### src/rtl/dram_byte_port.sv
// Byte-wide request front end for the 64Kx4 DRAM controller: queues byte requests and
// issues each as two nibble accesses (low nibble first), reassembling read bytes.
module dram_byte_port #(
    parameter int unsigned FIFO_DEPTH = 4
) (
    input  logic        clk,
    input  logic        rst_n,
    input  logic        req_valid,
    output logic        req_ready,
    input  logic        req_write,
    input  logic [14:0] req_addr,
    input  logic [7:0]  req_wdata,
    output logic        rsp_valid,
    output logic [7:0]  rsp_rdata,
    output logic        idle,
    output logic [15:0] ctl_addr,
    output logic        ctl_write,
    output logic        ctl_ena,
    output logic [3:0]  ctl_wr_data,
    input  logic        ctl_busy,
    input  logic [3:0]  ctl_rd_data
);

    localparam int unsigned PTR_W = (FIFO_DEPTH > 1) ? $clog2(FIFO_DEPTH) : 1;
    localparam int unsigned CNT_W = PTR_W + 1;

    typedef struct packed {
        logic        write;
        logic [14:0] addr;
        logic [7:0]  wdata;
    } req_t;

    typedef enum logic [2:0] {S_IDLE, S_SYNC, S_ISSUE, S_WAIT, S_RESP} state_t;

    req_t             mem_q [FIFO_DEPTH];
    req_t             mem_d [FIFO_DEPTH];
    logic [PTR_W-1:0] wr_ptr_q, wr_ptr_d, rd_ptr_q, rd_ptr_d;
    logic [CNT_W-1:0] count_q, count_d;
    state_t           state_q, state_d;
    logic             cur_write_q, cur_write_d;
    logic [14:0]      cur_addr_q, cur_addr_d;
    logic [3:0]       cur_hi_q, cur_hi_d;
    logic             nib_q, nib_d;
    logic [7:0]       rdata_q, rdata_d;
    logic [15:0]      ctl_addr_q, ctl_addr_d;
    logic             ctl_write_q, ctl_write_d;
    logic             ctl_ena_q, ctl_ena_d;
    logic [3:0]       ctl_wr_data_q, ctl_wr_data_d;
    logic             rsp_valid_q, rsp_valid_d;
    logic [7:0]       rsp_rdata_q, rsp_rdata_d;

    logic full, empty, push, pop;
    req_t head;

    assign full      = (count_q == CNT_W'(FIFO_DEPTH));
    assign empty     = (count_q == '0);
    assign push      = req_valid && !full;
    assign pop       = (state_q == S_IDLE) && !empty;
    assign head      = mem_q[rd_ptr_q];
    assign req_ready = !full;
    assign idle      = (state_q == S_IDLE) && empty;

    assign rsp_valid   = rsp_valid_q;
    assign rsp_rdata   = rsp_rdata_q;
    assign ctl_addr    = ctl_addr_q;
    assign ctl_write   = ctl_write_q;
    assign ctl_ena     = ctl_ena_q;
    assign ctl_wr_data = ctl_wr_data_q;

    // Request queue bookkeeping
    always_comb begin
        mem_d    = mem_q;
        wr_ptr_d = wr_ptr_q;
        rd_ptr_d = rd_ptr_q;
        if (push) begin
            mem_d[wr_ptr_q] = '{write: req_write, addr: req_addr, wdata: req_wdata};
            wr_ptr_d        = wr_ptr_q + PTR_W'(1);
        end
        if (pop) begin
            rd_ptr_d = rd_ptr_q + PTR_W'(1);
        end
        count_d = count_q + CNT_W'(push) - CNT_W'(pop);
    end

    // Nibble sequencer on the controller ena/busy handshake
    always_comb begin
        state_d       = state_q;
        cur_write_d   = cur_write_q;
        cur_addr_d    = cur_addr_q;
        cur_hi_d      = cur_hi_q;
        nib_d         = nib_q;
        rdata_d       = rdata_q;
        ctl_addr_d    = ctl_addr_q;
        ctl_write_d   = ctl_write_q;
        ctl_ena_d     = ctl_ena_q;
        ctl_wr_data_d = ctl_wr_data_q;
        rsp_valid_d   = 1'b0;
        rsp_rdata_d   = rsp_rdata_q;
        case (state_q)
            S_IDLE: begin
                if (!empty) begin
                    cur_write_d   = head.write;
                    cur_addr_d    = head.addr;
                    cur_hi_d      = head.wdata[7:4];
                    nib_d         = 1'b0;
                    ctl_addr_d    = {head.addr, 1'b0};
                    ctl_write_d   = head.write;
                    ctl_wr_data_d = head.wdata[3:0];
                    state_d       = S_SYNC;
                end
            end
            S_SYNC: begin
                if (!ctl_busy) begin
                    ctl_ena_d = 1'b1;
                    state_d   = S_ISSUE;
                end
            end
            S_ISSUE: begin
                if (ctl_busy) begin
                    ctl_ena_d = 1'b0;
                    state_d   = S_WAIT;
                end
            end
            S_WAIT: begin
                if (!ctl_busy) begin
                    if (!cur_write_q) begin
                        if (nib_q) rdata_d[7:4] = ctl_rd_data;
                        else       rdata_d[3:0] = ctl_rd_data;
                    end
                    if (!nib_q) begin
                        nib_d         = 1'b1;
                        ctl_addr_d    = {cur_addr_q, 1'b1};
                        ctl_wr_data_d = cur_hi_q;
                        state_d       = S_SYNC;
                    end else if (cur_write_q) begin
                        state_d = S_IDLE;
                    end else begin
                        state_d = S_RESP;
                    end
                end
            end
            S_RESP: begin
                rsp_valid_d = 1'b1;
                rsp_rdata_d = rdata_q;
                state_d     = S_IDLE;
            end
            default: state_d = S_IDLE;
        endcase
    end

    always_ff @(posedge clk or negedge rst_n) begin
        if (!rst_n) begin
            mem_q         <= '{default: '0};
            wr_ptr_q      <= '0;
            rd_ptr_q      <= '0;
            count_q       <= '0;
            state_q       <= S_IDLE;
            cur_write_q   <= 1'b0;
            cur_addr_q    <= '0;
            cur_hi_q      <= '0;
            nib_q         <= 1'b0;
            rdata_q       <= '0;
            ctl_addr_q    <= '0;
            ctl_write_q   <= 1'b0;
            ctl_ena_q     <= 1'b0;
            ctl_wr_data_q <= '0;
            rsp_valid_q   <= 1'b0;
            rsp_rdata_q   <= '0;
        end else begin
            mem_q         <= mem_d;
            wr_ptr_q      <= wr_ptr_d;
            rd_ptr_q      <= rd_ptr_d;
            count_q       <= count_d;
            state_q       <= state_d;
            cur_write_q   <= cur_write_d;
            cur_addr_q    <= cur_addr_d;
            cur_hi_q      <= cur_hi_d;
            nib_q         <= nib_d;
            rdata_q       <= rdata_d;
            ctl_addr_q    <= ctl_addr_d;
            ctl_write_q   <= ctl_write_d;
            ctl_ena_q     <= ctl_ena_d;
            ctl_wr_data_q <= ctl_wr_data_d;
            rsp_valid_q   <= rsp_valid_d;
            rsp_rdata_q   <= rsp_rdata_d;
        end
    end

endmodule
### config.mk
export PLATFORM = sky130hd
export DESIGN_NAME = dram_byte_port
export DESIGN_NICKNAME = d
export VERILOG_FILES = /design/src/rtl/dram_byte_port.sv
export SDC_FILE = /design/constraint.sdc
export NUM_CORES = 1
export LEC_CHECK = 0
export CAP_MARGIN = 25
export CORE_UTILIZATION = 45
export DETAILED_ROUTE_END_ITERATION = 6
export PLACE_DENSITY = 0.71
export SYNTH_ARGS = -nofsm -noshare
export SYNTH_HDL_FRONTEND = slang
export SYNTH_SLANG_ARGS = --single-unit
### constraint.sdc
create_clock -name clk -period 5.8 [get_ports clk]
set_input_delay 0.87 -clock clk [delete_from_list [all_inputs] [get_ports clk]]
set_output_delay 0.87 -clock clk [all_outputs]
set_load 0.03 [all_outputs]
==> parameters.txt, run 1 <==
Parameter                              Value

Status
  Outcome    completed

Final layout
  Share of final-layout standard cells stronger than drive strength 1    0.454
  Area growth from synthesis to layout    19.9%
  Fillers    1,251
  Antenna diode count    0
  Fin nets    542

Floorplanning
  Core area    0.0158 mm²
  Number of top-level pins    65
  Die outline area    0.0166 mm²
  Placement row count    46
  Height of the die    129 µm
  Initial cell density of the core    0.458
  Width of the die    129 µm

Route
  Detailed-routing iteration count for the pre-antenna-repair pass    4
  Post-DR vias/cell    5.28
  Number of DRC violations after detailed routing    0
  First-iteration detailed-routing DRC count    205
  Mean routed wirelength per cell    19.0 µm
  Detailed Route WL    13.9 mm
  Antenna Violating Nets Remaining    0
  Vias after detailed routing    3,862

Critical path
  CP Data Arrival Time    2160 ps
  Crit Reg-Reg Startpoint    count_q[1]
  Crit path required time    4930 ps
  Endpoint kind of the worst setup timing path    output pin
  Worst setup SP type    flop
  Source of the critical timing path    state_q[2]
  Critical path peak fanout    9
  Critical Setup Path Class    flop to output pin

Logic synthesis
  Share of the yosys chip area belonging to registers    0.570
  Most frequent cells after synthesis    165 x sky130_fd_sc_hd__dfrtp_1, 162 x sky130_fd_sc_hd__mux2_2, 20 x sky130_fd_sc_hd__mux4_2
  Count of flip-flops with a built-in enable after synthesis    0
  Total nets after synthesis    479
  Post-synthesis cell area    0.00725 mm²
  Gate count after technology mapping    440
  Post-synth cell types    35
  Post-synth top flop    sky130_fd_sc_hd__dfrtp_1
  Total number of yosys warnings    0
  Average footprint of a synthesized cell    16.5 µm²
  Library cell with the highest instance count after synthesis    sky130_fd_sc_hd__dfrtp_1
  Synth Register Bits    165
  Post-synthesis cell type with the largest combined area    sky130_fd_sc_hd__dfrtp_1
  Post-synthesis async set-or-reset flop share    1.00
  Yosys top cell area share    0.570
  Most area-consuming cells after synthesis    sky130_fd_sc_hd__dfrtp_1 57%, sky130_fd_sc_hd__mux2_2 25%, sky130_fd_sc_hd__mux4_2 6.2%, sky130_fd_sc_hd__mux2_4 1.9%, sky130_fd_sc_hd__mux4_1 1.5%

Clock tree
  Post-CTS sizing    0
  Worst-skew pair later-pin latency    430 ps
  Clock root cell    sky130_fd_sc_hd__clkbuf_16
  Worst-path clk slew    60 ps
  TritonCTS clock tree    built
  Number of post-CTS setup repair buffers    0
  Clock tree buffer depth    2
  Number of buffers added by the clock tree synthesis step    17
  Number of levels in the clock H-tree    4
  Clock net sink count    165
  Number of hold buffers added after cts    0

Pwr
  Leakage power    3.70 nW
  Peak VDD IR    0.000265 V
  Power density over the cells    644 mW/mm²

Placement
  Half-perimeter wire length after detailed placement    8.62 mm
  Post-Place Setup Slack    2740 ps
  RD Place Congestion    0.728
  Port bufs    64

GRT
  Combined global-route utilization of all metal layers    0.184
  Number of antenna violations at the first check in global routing    0
  Number of global-route vias before repair    4,149
  Global-route wire length before repair    22.5 mm
  Pin count of the biggest net entering global routing    106
  Grt total ovfl    0

STA
  Final-report setup violation count    0
  Worst Skew    9.46 ps
  Highest attainable clock frequency    330 MHz
  Post-layout minimum cycle time    3030 ps
  Share of the clock period used by the worst path    0.522
  Relative slew slack    0.399
  Setup repair after global routing missed its margin    no
  Fin Setup TNS    0 ps
  Fin. Hold Viols    0
  Fin worst setup slack    2770 ps
  Final Slew Violations    0
  Tightest Pin Transition    901 ps

Job
  Reported max-cap violation count    0

Min path
  Worst hold path class    primary input to async pin
==> worst max-delay path: stages (launching register included) <==
cell	delay, ps
sky130_fd_sc_hd__dfrtp_1	480
sky130_fd_sc_hd__nor3_2	380
sky130_fd_sc_hd__and2_1	200
sky130_fd_sc_hd__clkdlybuf4s50_1	680
==> area by class of cell <==
type	instances	area, µm²	share of cell area
clock buffers	22	464	0.0534
flip-flops and latches	165	4130	0.475
clock inverters	9	151	0.0174
inverters	7	26.3	0.00302
multi-input cells	243	2920	0.336
repair buffers	69	727	0.0837
well taps	216	270	0.0311
==> cells by family (layout without fill, tap and decap cells) <==
family | after synthesis | after routing | synth area share
compound gates | 9 | 9 | 0.0109
xor+xnor | 6 | 6 | 0.00725
fa+ha+maj | 7 | 7 | 0.0131
buf+inv | 32 | 107 | 0.0278
flops | 165 | 165 | 0.570
mux | 195 | 195 | 0.347
simple gates | 26 | 26 | 0.0243
==> worst paths after layout <==
kind / endpoint / slack (ps) / depth (start not counted)
max: idle / 2770 / 3
min in group clk: mem_q[81] / 500 / 1
min reg2reg: mem_q[81] / 500 / 1
min: mem_q[88] / 220 / 1
max in group asynchronous: cur_addr_q[11] / 4130 / 3
max reg2reg: count_q[2] / 2970 / 11
==> flip-flops by register name, indices dropped and copies added, names as in the netlist <==
signal	flops
mem_q	96
ctl_addr	16
cur_addr_q	15
rdata_q	8
rsp_rdata	8
ctl_wr_data	4
cur_hi_q	4
count_q	3
state_q	3
rd_ptr_q	2
wr_ptr_q	2
ctl_ena	1
ctl_write	1
nib_q	1
rsp_valid	1
==> cells in the final DEF, fill, tap and decap left out, types with 2 or more instances in the layout <==
master                            Yosys  final
sky130_fd_sc_hd__and2_1               2      2
sky130_fd_sc_hd__buf_16               0      2
sky130_fd_sc_hd__buf_4                8      2
sky130_fd_sc_hd__bufinv_16            0      4
sky130_fd_sc_hd__clkbuf_1             3      3
sky130_fd_sc_hd__clkbuf_16            0     17
sky130_fd_sc_hd__clkbuf_8             0      2
sky130_fd_sc_hd__clkdlybuf4s50_1      0     63
sky130_fd_sc_hd__clkinv_2             0      3
sky130_fd_sc_hd__dfrtp_1            165    164
sky130_fd_sc_hd__ha_1                 6      6
sky130_fd_sc_hd__inv_1                7      7
sky130_fd_sc_hd__mux2_2             162    162
sky130_fd_sc_hd__mux2_4               9      9
sky130_fd_sc_hd__mux4_1               4      4
sky130_fd_sc_hd__mux4_2              20     20
sky130_fd_sc_hd__nand2_1              3      3
sky130_fd_sc_hd__nand3_2              4      4
sky130_fd_sc_hd__nand3b_1             2      2
sky130_fd_sc_hd__nor2_1               3      3
sky130_fd_sc_hd__nor2b_1              2      2
sky130_fd_sc_hd__nor3_2               2      2
sky130_fd_sc_hd__o21ai_0              3      3
sky130_fd_sc_hd__o31ai_1              2      2
sky130_fd_sc_hd__or3_1                2      2
sky130_fd_sc_hd__xnor2_1              6      6
==> metrics by stage <==
stage / area, µm² / utilization / std cells / power, mW / hold slack, ps
floorplan: 7250 / - / 440 / 3.82 / 470
global placement: 8000 / 0.506 / 697 / 4.31 / 479
detailed placement: 8040 / 0.508 / 699 / 4.46 / 485
CTS: 8660 / 0.547 / 730 / 5.66 / 500
global route: 8690 / 0.549 / 731 / 5.91 / 198
finish: 8690 / 0.549 / 731 / 5.59 / 215
==> where the power goes <==
part | total (mW) | switching, mW | internal, mW | leakage, nW
sequential | 2.12 | 0.375 | 1.75 | 1.98
clock | 1.17 | 0.435 | 0.739 | 0.300
combinational | 2.30 | 0.935 | 1.36 | 1.42
total | 5.59 | 1.74 | 3.85 | 3.70
==> layer usage <==
metal / vias to the layer above / part of all wire / GRT usage
met5: - / 0 / 0
met3: 20 / 0.031 / 0.0441
met2: 62 / 0.51 / 0.301
li1: 1742 / - / -
met4: 0 / 0.015 / 0.0720
met1: 2038 / 0.45 / 0.237
No activity file was read; power rests on OpenSTA's default activity.
==> run 2: changes to the inputs <==
PLACE_DENSITY = 0.73   (was 0.71)
clock period = 2.63 ns   (was 5.8 ns; I/O delays follow)
==> parameters.txt, run 2 (same netlist as run 1, synthesis figures left out) <==
Parameter                              Value

Final layout
  Footprint of the multi-input gates    0.00292 mm² (unchanged)
  FF/Latch Area    0.00413 mm² (unchanged)
  Flip-flop count of the largest register, all copies and words added    96 (unchanged)
  Most used cells in the layout excluding fill and tap cells    164 x sky130_fd_sc_hd__dfrtp_1, 162 x sky130_fd_sc_hd__mux2_2, 63 x sky130_fd_sc_hd__clkdlybuf4s50_1
  Fin nets    554 (+2.2%)
  Share of final-layout standard cells stronger than drive strength 1    0.466 (+0.0115)
  Top reg by flops    mem_q
  Fillers    1,239 (-0.96%)
  Most common library cell in the layout ignoring fill and taps    sky130_fd_sc_hd__dfrtp_1
  Area growth from synthesis to layout    20.6%
  Antenna diode count    0 (unchanged)

STA
  Final-report setup violation count    0 (unchanged)
  Setup repair after global routing missed its margin    no
  Fin Setup TNS    0 ps (unchanged)
  Share of the clock period used by the worst path    0.946
  Worst Skew    7.88 ps (-1.58 ps)
  Final Slew Violations    0 (unchanged)
  Relative slew slack    0.603 (+0.203)
  Fin. Hold Viols    0 (unchanged)
  Tightest Pin Transition    596 ps (-305 ps)
  Post-layout minimum cycle time    2490 ps
  Fin worst setup slack    141 ps (-2630 ps)
  Highest attainable clock frequency    402 MHz

GRT
  Global-route wire length before repair    23.1 mm (+2.7%)
  Number of global-route vias before repair    4,335 (+4.5%)
  Grt total ovfl    0 (unchanged)
  Number of antenna violations at the first check in global routing    1 (+1)
  Combined global-route utilization of all metal layers    0.186 (+0.00279)
  Pin count of the biggest net entering global routing    65 (-39%)

Route
  Vias after detailed routing    3,911 (+1.3%)
  Antenna Violating Nets Remaining    0 (unchanged)
  Number of DRC violations after detailed routing    0 (unchanged)
  First-iteration detailed-routing DRC count    188 (-8.3%)
  Post-DR vias/cell    5.26 (-0.50%)
  Detailed-routing iteration count for the pre-antenna-repair pass    6 (+2)
  Mean routed wirelength per cell    18.3 µm (-3.8%)
  Detailed Route WL    13.6 mm (-2.1%)

Placement
  Half-perimeter wire length after detailed placement    8.80 mm (+2.0%)
  RD Place Congestion    0.755 (+3.7%)
  Post-Place Setup Slack    180 ps (-2560 ps)
  Port bufs    64 (unchanged)

Pwr
  Power density over the cells    1400 mW/mm² (+120%)
  Peak VDD IR    0.000621 V (+130%)
  Leakage power    3.73 nW (+0.83%)

Clock tree
  Number of buffers added by the clock tree synthesis step    17 (unchanged)
  Clock tree buffer depth    2 (unchanged)
  TritonCTS clock tree    built
  Clock root cell    sky130_fd_sc_hd__clkbuf_16
  Clock net sink count    165 (unchanged)
  Post-CTS sizing    0 (unchanged)
  Worst-path clk slew    60 ps (about the same)
  Number of levels in the clock H-tree    4 (unchanged)
  Worst-skew pair later-pin latency    420 ps (about the same)

Floorplanning
  Height of the die    129 µm (unchanged)
  Initial cell density of the core    0.458 (unchanged)
  Die outline area    0.0166 mm² (unchanged)
  Number of top-level pins    65 (unchanged)
  Placement row count    46 (unchanged)
  Width of the die    129 µm (unchanged)
  Core area    0.0158 mm² (unchanged)

Status
  Outcome    completed

Critical path
  Worst setup SP type    flop
  Endpoint kind of the worst setup timing path    output pin
  CP Data Arrival Time    2090 ps (-70 ps)
  Critical path peak fanout    9 (unchanged)
  Critical Setup Path Class    flop to output pin
  Crit path required time    2240 ps (-2690 ps)
  Reg2Reg Setup Slack    190 ps (-2780 ps)

Min path
  Worst hold path class    flop to flop

Job
  Reported max-cap violation count    0 (unchanged)
[run 2: per-stage QoR]
stage	power (mW)	instances	utilization	hold WS (ps)	instance area, µm²
after CTS	12.4	744	0.552	500	8740
after detailed placement	9.89	711	0.515	425	8140
after floorplan	8.43	440	-	98.9	7250
final	12.2	744	0.552	496	8740
after global placement	9.60	711	0.515	405	8140
after global routing	13.0	744	0.552	513	8740
[run 2: what timing repair did]
action,in CTS,in global routing
endpoints found under the hold margin,53,0
setup buffers,0,0
hold buffers,1,0
[run 2: final timing paths]
| path | startpoint | end | cells past startpoint |
|---|---|---|---|
| max reg2reg | count_q[1] | count_q[2] | 9 |
| min | mem_q[60] | mem_q[60] | 1 |
| max | state_q[2] | idle | 4 |
| max in group asynchronous | rst_n | cur_addr_q[3] | 3 |
| min in group asynchronous | rst_n | cur_addr_q[1] | 2 |
| min reg2reg | mem_q[60] | mem_q[60] | 1 |
[run 2: cell type report]
| type | count | area share |
|---|---|---|
| Sequential cell | 165 | 0.472 |
| Clock buffer | 24 | 0.0562 |
| Multi-Input combinational cell | 243 | 0.334 |
| Inverter | 7 | 0.00301 |
| Timing Repair Buffer | 81 | 0.0926 |
| Clock inverter | 8 | 0.0112 |
| Tap cell | 216 | 0.0309 |
[run 2: routing by layer]
metal,GRT usage,routed length (µm),vias to the layer above
li1,-,-,1767
met1,0.244,6030,2061
met2,0.304,6930,69
met3,0.0399,424,14
met4,0.0740,201,0
met5,0,0,-
[run 2: critical path, stage by stage (launching register included)]
cell,delay (ps)
sky130_fd_sc_hd__dfrtp_1,480
sky130_fd_sc_hd__nor3_2,240
sky130_fd_sc_hd__buf_4,160
sky130_fd_sc_hd__and2_1,130
sky130_fd_sc_hd__clkdlybuf4s50_1,660
[run 2: power by group]
group	internal, mW	switching, mW
Combinational	3.05	2.15
Sequential	3.85	0.727
Clock	1.49	0.952
